`config.mk`:
```
export PLATFORM = sky130hd
export DESIGN_NAME = otp_stream_ctrl_flat
export DESIGN_NICKNAME = d
export VERILOG_FILES = /design/src/rtl/otp_pkg.sv /design/src/rtl/otp_stream_ctrl_if.sv /design/src/rtl/otp_byte_packer.sv /design/src/rtl/otp_stream_ctrl.sv /design/src/flat_wrapper.sv
export SDC_FILE = /design/constraint.sdc
export NUM_CORES = 1
export LEC_CHECK = 0
export CORE_MARGIN = 4
export CORE_UTILIZATION = 25
export CTS_BUF_LIST = sky130_fd_sc_hd__clkbuf_4
export DETAILED_ROUTE_END_ITERATION = 8
export GPL_TIMING_DRIVEN = 1
export PLACE_DENSITY_LB_ADDON = 0.15
export SYNTH_ARGS = -nofsm -noshare
export SYNTH_HDL_FRONTEND = slang
export SYNTH_HIERARCHICAL = 1
export SYNTH_SLANG_ARGS = --single-unit
```
`constraint.sdc`:
```
create_clock -name clk -period 6 [get_ports clk]
set_input_delay 1.8 -clock clk [delete_from_list [all_inputs] [get_ports clk]]
set_output_delay 1.8 -clock clk [all_outputs]
set_load 0.03 [all_outputs]
```
`src/rtl/otp_pkg.sv`:
```
// Shared types and constants for the one-time-pad stream sequencer.
// The zero key is treated as "keypad exhausted", never as a usable pad word.
package otp_pkg;

    localparam int WORD_W = 32;
    localparam int BYTE_W = 8;
    localparam int BPW    = WORD_W / BYTE_W;
    localparam int CNT_W  = 16;
    localparam int BCNT_W = 3;

    localparam logic [BYTE_W-1:0] PAD_BYTE  = 8'h20;
    localparam logic [WORD_W-1:0] ZERO_KEY  = 32'h0000_0000;
    localparam logic [BCNT_W-1:0] FULL_CNT  = 3'd4;
    localparam logic [BCNT_W-1:0] LAST_SLOT = 3'd3;

    typedef enum logic [2:0] {
        ST_IDLE  = 3'd0,
        ST_FILL  = 3'd1,
        ST_PAD   = 3'd2,
        ST_KEY   = 3'd3,
        ST_EMIT  = 3'd4,
        ST_ABORT = 3'd5
    } state_e;

    function automatic logic [CNT_W-1:0] sat_inc(input logic [CNT_W-1:0] v);
        logic [CNT_W-1:0] r;
        if (v == {CNT_W{1'b1}}) begin
            r = v;
        end else begin
            r = v + {{(CNT_W-1){1'b0}}, 1'b1};
        end
        return r;
    endfunction

endpackage

```
`src/rtl/otp_stream_ctrl_if.sv`:
```
// Bundles the byte input, keypad, brickwall and result-word handshakes.
// master is the controller side, slave is the surrounding environment.
interface otp_stream_ctrl_if;
    import otp_pkg::*;

    logic              in_valid;
    logic              in_ready;
    logic [BYTE_W-1:0] in_byte;
    logic              in_last;
    logic              decrypt;
    logic              key_req;
    logic              key_valid;
    logic [WORD_W-1:0] key_data;
    logic              key_empty;
    logic [WORD_W-1:0] bw_plain;
    logic [WORD_W-1:0] bw_key;
    logic              bw_decrypt;
    logic [WORD_W-1:0] bw_result;
    logic              out_valid;
    logic              out_ready;
    logic [WORD_W-1:0] out_word;
    logic              out_last;
    logic              abort;
    logic              clear_abort;
    logic [CNT_W-1:0]  words_out;

    modport master (
        input  in_valid, in_byte, in_last, decrypt,
        input  key_valid, key_data, key_empty,
        input  bw_result, out_ready, clear_abort,
        output in_ready, key_req, bw_plain, bw_key, bw_decrypt,
        output out_valid, out_word, out_last, abort, words_out
    );

    modport slave (
        output in_valid, in_byte, in_last, decrypt,
        output key_valid, key_data, key_empty,
        output bw_result, out_ready, clear_abort,
        input  in_ready, key_req, bw_plain, bw_key, bw_decrypt,
        input  out_valid, out_word, out_last, abort, words_out
    );

endinterface

```
`src/rtl/otp_byte_packer.sv`:
```
// Big-endian byte packer: each shift moves older bytes toward [31:24],
// so the first byte of a word ends up in the most significant lane.
module otp_byte_packer
    import otp_pkg::*;
(
    input  logic              clk,
    input  logic              reset,
    input  logic              i_shift_en,
    input  logic              i_pad_en,
    input  logic              i_clear,
    input  logic [BYTE_W-1:0] i_byte,
    output logic [WORD_W-1:0] o_word,
    output logic [BCNT_W-1:0] o_cnt,
    output logic              o_full
);

    logic [WORD_W-1:0] r_word;
    logic [BCNT_W-1:0] r_cnt;

    // Shift register and byte count; clear wins over any insert.
    always_ff @(posedge clk or negedge reset) begin
        if (!reset) begin
            r_word <= {WORD_W{1'b0}};
            r_cnt  <= {BCNT_W{1'b0}};
        end else if (i_clear) begin
            r_word <= {WORD_W{1'b0}};
            r_cnt  <= {BCNT_W{1'b0}};
        end else if (i_shift_en) begin
            r_word <= {r_word[WORD_W-BYTE_W-1:0], i_byte};
            r_cnt  <= r_cnt + 3'd1;
        end else if (i_pad_en) begin
            r_word <= {r_word[WORD_W-BYTE_W-1:0], PAD_BYTE};
            r_cnt  <= r_cnt + 3'd1;
        end else begin
            r_word <= r_word;
            r_cnt  <= r_cnt;
        end
    end

    assign o_word = r_word;
    assign o_cnt  = r_cnt;
    assign o_full = (r_cnt == FULL_CNT);

endmodule

```
`src/rtl/otp_stream_ctrl.sv`:
```
// One-time-pad stream sequencer: packs bytes into words, fetches one fresh
// key per word, drives the brickwall XOR stage and emits the result word.
module otp_stream_ctrl
    import otp_pkg::*;
(
    input  logic               clk,
    input  logic               reset,
    otp_stream_ctrl_if.master  bus
);

    state_e            r_state;
    state_e            w_next;
    logic              r_run;
    logic              r_mode;
    logic              r_msg_last;
    logic [WORD_W-1:0] r_key;
    logic [CNT_W-1:0]  r_words;

    logic              w_in_ready;
    logic              w_accept;
    logic              w_key_bad;
    logic              w_key_ok;
    logic              w_emit_done;
    logic              w_shift;
    logic              w_pad;
    logic              w_clear;
    logic [WORD_W-1:0] w_word;
    logic [BCNT_W-1:0] w_cnt;
    logic              w_full;

    otp_byte_packer u_packer (
        .clk        (clk),
        .reset      (reset),
        .i_shift_en (w_shift),
        .i_pad_en   (w_pad),
        .i_clear    (w_clear),
        .i_byte     (bus.in_byte),
        .o_word     (w_word),
        .o_cnt      (w_cnt),
        .o_full     (w_full)
    );

    // r_run keeps in_ready low while reset is held and for the first edge after.
    assign w_in_ready  = r_run & ((r_state == ST_IDLE) | (r_state == ST_FILL));
    assign w_accept    = bus.in_valid & w_in_ready;
    assign w_key_bad   = bus.key_empty | (bus.key_valid & (bus.key_data == ZERO_KEY));
    assign w_key_ok    = ~bus.key_empty & bus.key_valid & (bus.key_data != ZERO_KEY);
    assign w_emit_done = (r_state == ST_EMIT) & bus.out_ready;

    // Next-state and packer control.
    always_comb begin
        w_next  = r_state;
        w_shift = 1'b0;
        w_pad   = 1'b0;
        w_clear = 1'b0;
        case (r_state)
            ST_IDLE: begin
                if (w_accept) begin
                    w_shift = 1'b1;
                    w_next  = bus.in_last ? ST_PAD : ST_FILL;
                end else begin
                    w_next  = ST_IDLE;
                end
            end
            ST_FILL: begin
                if (w_accept) begin
                    w_shift = 1'b1;
                    if (w_cnt == LAST_SLOT) begin
                        w_next = ST_KEY;
                    end else if (bus.in_last) begin
                        w_next = ST_PAD;
                    end else begin
                        w_next = ST_FILL;
                    end
                end else begin
                    w_next = ST_FILL;
                end
            end
            ST_PAD: begin
                w_pad = 1'b1;
                if (w_cnt == LAST_SLOT) begin
                    w_next = ST_KEY;
                end else begin
                    w_next = ST_PAD;
                end
            end
            ST_KEY: begin
                if (w_key_bad) begin
                    w_next = ST_ABORT;
                end else if (w_key_ok && w_full) begin
                    w_next = ST_EMIT;
                end else begin
                    w_next = ST_KEY;
                end
            end
            ST_EMIT: begin
                if (bus.out_ready) begin
                    w_clear = 1'b1;
                    w_next  = r_msg_last ? ST_IDLE : ST_FILL;
                end else begin
                    w_next  = ST_EMIT;
                end
            end
            ST_ABORT: begin
                // The partial word is dropped while parked here.
                w_clear = 1'b1;
                if (bus.clear_abort) begin
                    w_next = ST_IDLE;
                end else begin
                    w_next = ST_ABORT;
                end
            end
            default: begin
                w_clear = 1'b1;
                w_next  = ST_IDLE;
            end
        endcase
    end

    // State register and post-reset enable.
    always_ff @(posedge clk or negedge reset) begin
        if (!reset) begin
            r_state <= ST_IDLE;
            r_run   <= 1'b0;
        end else begin
            r_state <= w_next;
            r_run   <= 1'b1;
        end
    end

    // Mode, message-end flag, single-use key register and word counter.
    always_ff @(posedge clk or negedge reset) begin
        if (!reset) begin
            r_mode     <= 1'b0;
            r_msg_last <= 1'b0;
            r_key      <= ZERO_KEY;
            r_words    <= {CNT_W{1'b0}};
        end else begin
            if ((r_state == ST_IDLE) && w_accept) begin
                r_mode <= bus.decrypt;
            end
            if (w_accept) begin
                r_msg_last <= bus.in_last;
            end
            if ((r_state == ST_KEY) && w_key_ok && w_full) begin
                r_key <= bus.key_data;
            end else if (w_emit_done) begin
                r_key <= ZERO_KEY;
            end
            if (w_emit_done) begin
                r_words <= sat_inc(r_words);
            end
        end
    end

    assign bus.in_ready   = w_in_ready;
    assign bus.key_req    = (r_state == ST_KEY);
    assign bus.bw_plain   = w_word;
    assign bus.bw_key     = r_key;
    assign bus.bw_decrypt = r_mode;
    assign bus.out_valid  = (r_state == ST_EMIT);
    assign bus.out_word   = (r_state == ST_EMIT) ? bus.bw_result : {WORD_W{1'b0}};
    assign bus.out_last   = (r_state == ST_EMIT) & r_msg_last;
    assign bus.abort      = (r_state == ST_ABORT);
    assign bus.words_out  = r_words;

endmodule

```
`src/flat_wrapper.sv`:
```
// flat-port wrapper written by rule: the top's interface ports become plain ports
module otp_stream_ctrl_flat import otp_pkg::*;
  (clk, reset, bus_in_valid, bus_in_byte, bus_in_last, bus_decrypt, bus_key_valid, bus_key_data, bus_key_empty, bus_bw_result, bus_out_ready, bus_clear_abort, bus_in_ready, bus_key_req, bus_bw_plain, bus_bw_key, bus_bw_decrypt, bus_out_valid, bus_out_word, bus_out_last, bus_abort, bus_words_out);
  otp_stream_ctrl_if bus_i ();
  input  logic clk;
  input  logic reset;
  input wire logic [$bits(bus_i.in_valid)-1:0] bus_in_valid;
  input wire logic [$bits(bus_i.in_byte)-1:0] bus_in_byte;
  input wire logic [$bits(bus_i.in_last)-1:0] bus_in_last;
  input wire logic [$bits(bus_i.decrypt)-1:0] bus_decrypt;
  input wire logic [$bits(bus_i.key_valid)-1:0] bus_key_valid;
  input wire logic [$bits(bus_i.key_data)-1:0] bus_key_data;
  input wire logic [$bits(bus_i.key_empty)-1:0] bus_key_empty;
  input wire logic [$bits(bus_i.bw_result)-1:0] bus_bw_result;
  input wire logic [$bits(bus_i.out_ready)-1:0] bus_out_ready;
  input wire logic [$bits(bus_i.clear_abort)-1:0] bus_clear_abort;
  output wire logic [$bits(bus_i.in_ready)-1:0] bus_in_ready;
  output wire logic [$bits(bus_i.key_req)-1:0] bus_key_req;
  output wire logic [$bits(bus_i.bw_plain)-1:0] bus_bw_plain;
  output wire logic [$bits(bus_i.bw_key)-1:0] bus_bw_key;
  output wire logic [$bits(bus_i.bw_decrypt)-1:0] bus_bw_decrypt;
  output wire logic [$bits(bus_i.out_valid)-1:0] bus_out_valid;
  output wire logic [$bits(bus_i.out_word)-1:0] bus_out_word;
  output wire logic [$bits(bus_i.out_last)-1:0] bus_out_last;
  output wire logic [$bits(bus_i.abort)-1:0] bus_abort;
  output wire logic [$bits(bus_i.words_out)-1:0] bus_words_out;
  assign bus_i.in_valid = bus_in_valid;
  assign bus_i.in_byte = bus_in_byte;
  assign bus_i.in_last = bus_in_last;
  assign bus_i.decrypt = bus_decrypt;
  assign bus_i.key_valid = bus_key_valid;
  assign bus_i.key_data = bus_key_data;
  assign bus_i.key_empty = bus_key_empty;
  assign bus_i.bw_result = bus_bw_result;
  assign bus_i.out_ready = bus_out_ready;
  assign bus_i.clear_abort = bus_clear_abort;
  assign bus_in_ready = bus_i.in_ready;
  assign bus_key_req = bus_i.key_req;
  assign bus_bw_plain = bus_i.bw_plain;
  assign bus_bw_key = bus_i.bw_key;
  assign bus_bw_decrypt = bus_i.bw_decrypt;
  assign bus_out_valid = bus_i.out_valid;
  assign bus_out_word = bus_i.out_word;
  assign bus_out_last = bus_i.out_last;
  assign bus_abort = bus_i.abort;
  assign bus_words_out = bus_i.words_out;
  otp_stream_ctrl u_core (.clk(clk), .reset(reset), .bus(bus_i));
endmodule
```
**Yosys cells after proc, flatten, opt, wreduce, memory -nomap -nowiden**

Cells that the tools add are included.

- Mux-type cells: 25
- Add/subtract/negate cells: 2
- Bitwise logic cells: 11
- Equal/unequal tests: 8
- Reduce and logical (&&, ||, !) cells: 12

Operators by type and width:

| operator | number |
|---|---|
| $mux W32 | 6 |
| $logic_not A32 Y1 | 1 |
| $reduce_bool A32 Y1 | 1 |
| $mux W3 | 10 |
| $pmux W3 S6 | 1 |
| $add A16 B1 Y16 const B | 1 |
| $eq A16 B16 Y1 const B | 1 |
| $eq A3 B2 Y1 const B | 3 |
| $eq A3 B3 Y1 const B | 3 |
| $and A1 B1 Y1 | 7 |
| $mux W1 | 6 |
| $logic_and A1 B1 Y1 | 4 |
| $reduce_or A4 Y1 | 1 |
| $add A3 B1 Y3 const B | 1 |
| $eq A3 B1 Y1 const B | 1 |
| $logic_not A3 Y1 | 1 |
| $reduce_bool A3 Y1 | 1 |
| $mux W2 | 1 |
| $not A1 Y1 | 2 |
| $or A1 B1 Y1 | 2 |
| $pmux W1 S2 | 1 |
| $reduce_and A2 Y1 | 1 |
| $reduce_bool A2 Y1 | 1 |
| $reduce_or A2 Y1 | 1 |

- Word-level logic and storage cells: 66
- Input port bits: 81
- Bits in registers: 89

**Depth between registers and ports, before layout**

- Word-level depth: 8
- Gate-level depth with buffers: 7
- Mapped depth without buffers: 6

**Cells and area by module**

The synthesis kept the hierarchy.

Modules (own cells, without submodules):

| module | seq. area each (µm²) | cells an instance | instances | area each (µm²) |
|---|---|---|---|---|
| otp_stream_ctrl | 1,351.3 | 295 | 1 | 2,881.5 |
| otp_byte_packer | 875.8 | 163 | 1 | 1,637.8 |

**Worst setup path after synthesis**

OpenSTA, ideal clock, no wires.

- Path kind: input-to-output
- From: input bus_bw_result[0]
- To: output bus_out_word[0]
- Arrival time: 2.076 ns
- Path slack: 2.124 ns
- Stages: 1
- Required time: 4.200 ns
- Buffers on the path: 0
- Cells stage by stage: and2_1

- Cells in the longest elaborated chain, start to end: 1

Ends and longest elaborated chain:

| item | RTL line | source |
|---|---|---|
| start: declaration | flat_wrapper.sv:14 | `input wire logic [$bits(bus_i.bw_result)-1:0] bus_bw_result;` |
| $mux W32 | otp_stream_ctrl.sv:162 | `assign bus.out_word = (r_state == ST_EMIT) ? bus.bw_result : {WORD_W{1'b0}};` |
| end: declaration | flat_wrapper.sv:23 | `output wire logic [$bits(bus_i.out_word)-1:0] bus_out_word;` |

No other way between the ends.

**Final worst setup path**

- From: input bus_bw_result[26]
- To: output bus_out_word[26]

Same word-level chain as after synthesis.

==> out/metrics.csv <==
stage,metric,value,unit
global_routing,track_usage,13.8,%
power_and_ir_drop,ir_worst_vdd,0.222,mV
cts,postCtsHoldBufs,0,
setup_path,cp_cell_sequence,clkdlybuf4s50_1 -> and2_1 -> clkdlybuf4s50_1,
route,drt_first_pass_iters,4,
floorplanning,design.portCount,199,
timing,finalCritPeriodShare,81.1,%
setup_path,critical_path_peak_fanout,1,
timing,hold_ws,0.517,ns
route,wl_per_cell,16.0,microns
route,dr_wl_met2,7390,microns
synthesis,synth_edf_count,0,
cts,h-tree-depth,3,
floorplanning,die_area,20300,sq um
global_routing,grt_remaining_overflow,0,
cts,cts_tree,built,
route,wl_met1,5600,microns
setup_path,start_kind,primary input,
cells_and_area,drive_gt1_share,5.56,%
synthesis,netlist_area,4520,sq um
cts,clockBufferDepth,2,
power_and_ir_drop,leakagePower,3.08,nW
global_routing,antenna_found_initial,1,
floorplanning,coreArea,17500,sq um
cells_and_area,area_growth,51.2,%
placed_design,portBuffers,198,
synthesis,syn_avg_cell_area,9.87,sq um
route,vias,4003,
setup_path,cp.arrival,3.07,ns
placed_design,gp_congestion,0.770,
worst_hold_path,hold_class,flop to flop,
cts,cts_root_buffer,clkbuf_4,
timing,max_slew_margin,38.2,%
setup_path,rrSetupSlack,3.55,ns
timing,max_clock_freq,0.205,GHz
power_and_ir_drop,fin_total_pwr,0.00252,W
run_status,status,"finished, final reports clean",
cts,post_cts_resized,0,
synthesis,netlist.area_leader.share,49.3,%
floorplanning,die_h,142,microns
setup_path,path_common_cell,clkdlybuf4s50_1,
setup_path,crit_family,buffers and inverters,
cells_and_area,nets,727,
synthesis,ys_warn_count,6,
floorplanning,start_util,25.9,%
global_routing,grt_pass1_wl,22400,microns
job,cap_viol_max_count,0,
route,route.met3.wl,866,microns
timing,fin_setup_tns,0,ns
synthesis,synthTopCellsByArea,"dfrtp_1 (49%), mux2i_1 (7.1%), or3b_1 (6.2%), and2_1 (4.7%), a21oi_1 (3.7%)",
setup_path,worst-r2r-cell-count,4,
power_and_ir_drop,power-per-cell-area,368,nW/um^2
setup_path,cpPeakStageDelay,0.67,ns
synthesis,synth_ff_type,dfrtp_1,
setup_path,r2r_start,u_core/r_state[1],
setup_path,timing.rr.end,u_core/bus.words_out[15],
setup_path,endpoint_kind,output pin,
timing,rsz0062_at_grt,false,
route,detail-route-antenna-nets,0,
route,maxUsedRoutingLayer,met4,
route,drt_iter0_drc,149,
cts,clk_pin_slew,0.14,ns
cts,cts.sinks,89,
setup_path,path_buf_inv,2,
timing,post-route-min-period,4.87,ns
cts,post_cts_buffers,0,
synthesis,synth_cells,458,
route,drt-vias-per-instance,4.58,
cts,numCtsBuffers,9,
floorplanning,std_cell_rows,48,
worst_hold_path,hp-start,u_core/bus.words_out[15],
cells_and_area,final_util,39.1,%
synthesis,yosys.area.top_type,dfrtp_1,
cts,clk-insertion-delay-late,0.45,ns
worst_hold_path,hold-path-endpoint,u_core/bus.words_out[15],
global_routing,grt_max_degree,62,
synthesis,async_flop_share,100,%
worst_hold_path,hold_path_depth,1,
route,drc,0,
setup_path,critPathRequiredTime,4.20,ns
floorplanning,die_w,142,microns
timing,worst_slew_pin_slew,0.923,ns
global_routing,grt_pass1_vias,4185,
route,wirelength,14000,microns
synthesis,ys_seq_area_share,49.3,%
timing,slew_violations,0,
setup_path,slowest_stage,clkdlybuf4s50_1,
placed_design,dp_hpwl,10100,microns
synthesis,synth_fp_nets,542,
timing,finalClockSkew,0.0107,ns
timing,setup_viol,0,
synthesis,synth-seq-cells,89,
synthesis,synth_cell_types,46,
setup_path,worstSetupPathType,primary input to output pin,
timing,hold_violations,0,
==> area by class of cell <==
type	count	area [sq um]
inverter	38	143
antenna	1	2.50
sequential	89	2230
timing repair buffer	204	2020
clock inverter	7	46.3
fill	1737	10600
clock buffer	9	67.6
multi-input combinational	301	2040
tap	225	282
==> state kept, by name (all words and copies together) (netlist names) <==
register	flops
u_core/bus.bw_key	32
u_core/r_run	1
u_core/u_packer/o_word	32
u_core/u_packer/o_cnt	3
u_core/r_msg_last	1
u_core/r_state	3
u_core/bus.bw_decrypt	1
u_core/bus.words_out	16
==> kinds of logic (layout without fill, tap and decap cells) <==
logic type                 after synthesis  after routing  synth area share (%)
muxes                                   36             36                  8.08
AOI/OAI and AO/OA                       76             76                  9.58
DFF                                     89             89                  49.3
other                                    1              2                0.0830
and+or+nand+nor                        172            172                  23.5
buffers and inverters                   68            258                  6.09
adders and majority gates                3              3                 0.831
xor gates and xnor gates                13             13                  2.52
==> synth_stat cells, types with 2 or more instances <==
master and count:
o221ai_1 2, nand2_1 42, clkbuf_1 21, a21oi_1 33, nand3_1 5, nor2_1 12
nor4_2 2, nor2b_1 2, xnor2_1 5, and2_1 34, o211ai_1 2, nor4_1 9
mux2_2 4, nand3b_1 3, o21ai_0 28, mux2i_1 32, ha_1 3, or3b_1 32
o21a_1 2, nor3b_1 3, inv_1 38, buf_2 6, nand4_1 7, dfrtp_1 89
xor2_1 8, a31oi_1 2, and3b_1 2, nand2b_1 2, nor3_1 11
==> per-stage QoR <==
| stage | cells | cell area [sq um] | setup WS [ns] |
|---|---|---|---|
| 2_1_floorplan | 458 | 4520 | 2.12 |
| 3_3_place_gp | 857 | 6720 | 1.13 |
| 5_1_grt | 874 | 6830 | 1.09 |
| 4_1_cts | 873 | 6830 | 1.12 |
| 6_report | 874 | 6830 | 1.13 |
| 3_5_place_dp | 857 | 6720 | 1.14 |
==> layout by cell type, fill, tap and decap left out, types with 3 or more instances in the layout <==
cell,n
clkdlybuf4s50_1,197
dfrtp_1,89
nand2_1,42
inv_1,38
and2_1,34
a21oi_1,33
mux2i_1,32
or3b_1,32
o21ai_0,28
nor3_1,11
nor2_1,10
clkbuf_4,9
nor4_1,9
xor2_1,8
buf_4,7
nand4_1,7
nand3_1,5
xnor2_1,5
mux2_2,4
nand3b_1,3
ha_1,3
==> report_power, final <==
group | switching [W] | internal, W
combinational | 0.000735 | 0.000557
clock | 0.000220 | 0.0000844
sequential | 0.000144 | 0.000776
total | 0.00110 | 0.00142
==> per-layer routing <==
layer / up-vias / track usage (%)
met4: 0 / 3.15
met3: 9 / 4.81
met2: 106 / 24.1
met5: - / 0
li1: 1935 / -
met1: 1953 / 16.3
==> how the worst max path moves through the flow <==
stage | end | slack [ns] | from | depth (start not counted)
global placement | bus_out_word[0] | 1.13 | bus_bw_result[0] | 3
finish | bus_out_word[26] | 1.13 | bus_bw_result[26] | 3
floorplan | bus_out_word[0] | 2.12 | bus_bw_result[0] | 1
global route | bus_out_word[0] | 1.09 | bus_bw_result[0] | 3
CTS | bus_out_word[26] | 1.12 | bus_bw_result[26] | 3
detailed placement | bus_out_word[26] | 1.14 | bus_bw_result[26] | 3
No activity file was read; power rests on OpenSTA's default activity.
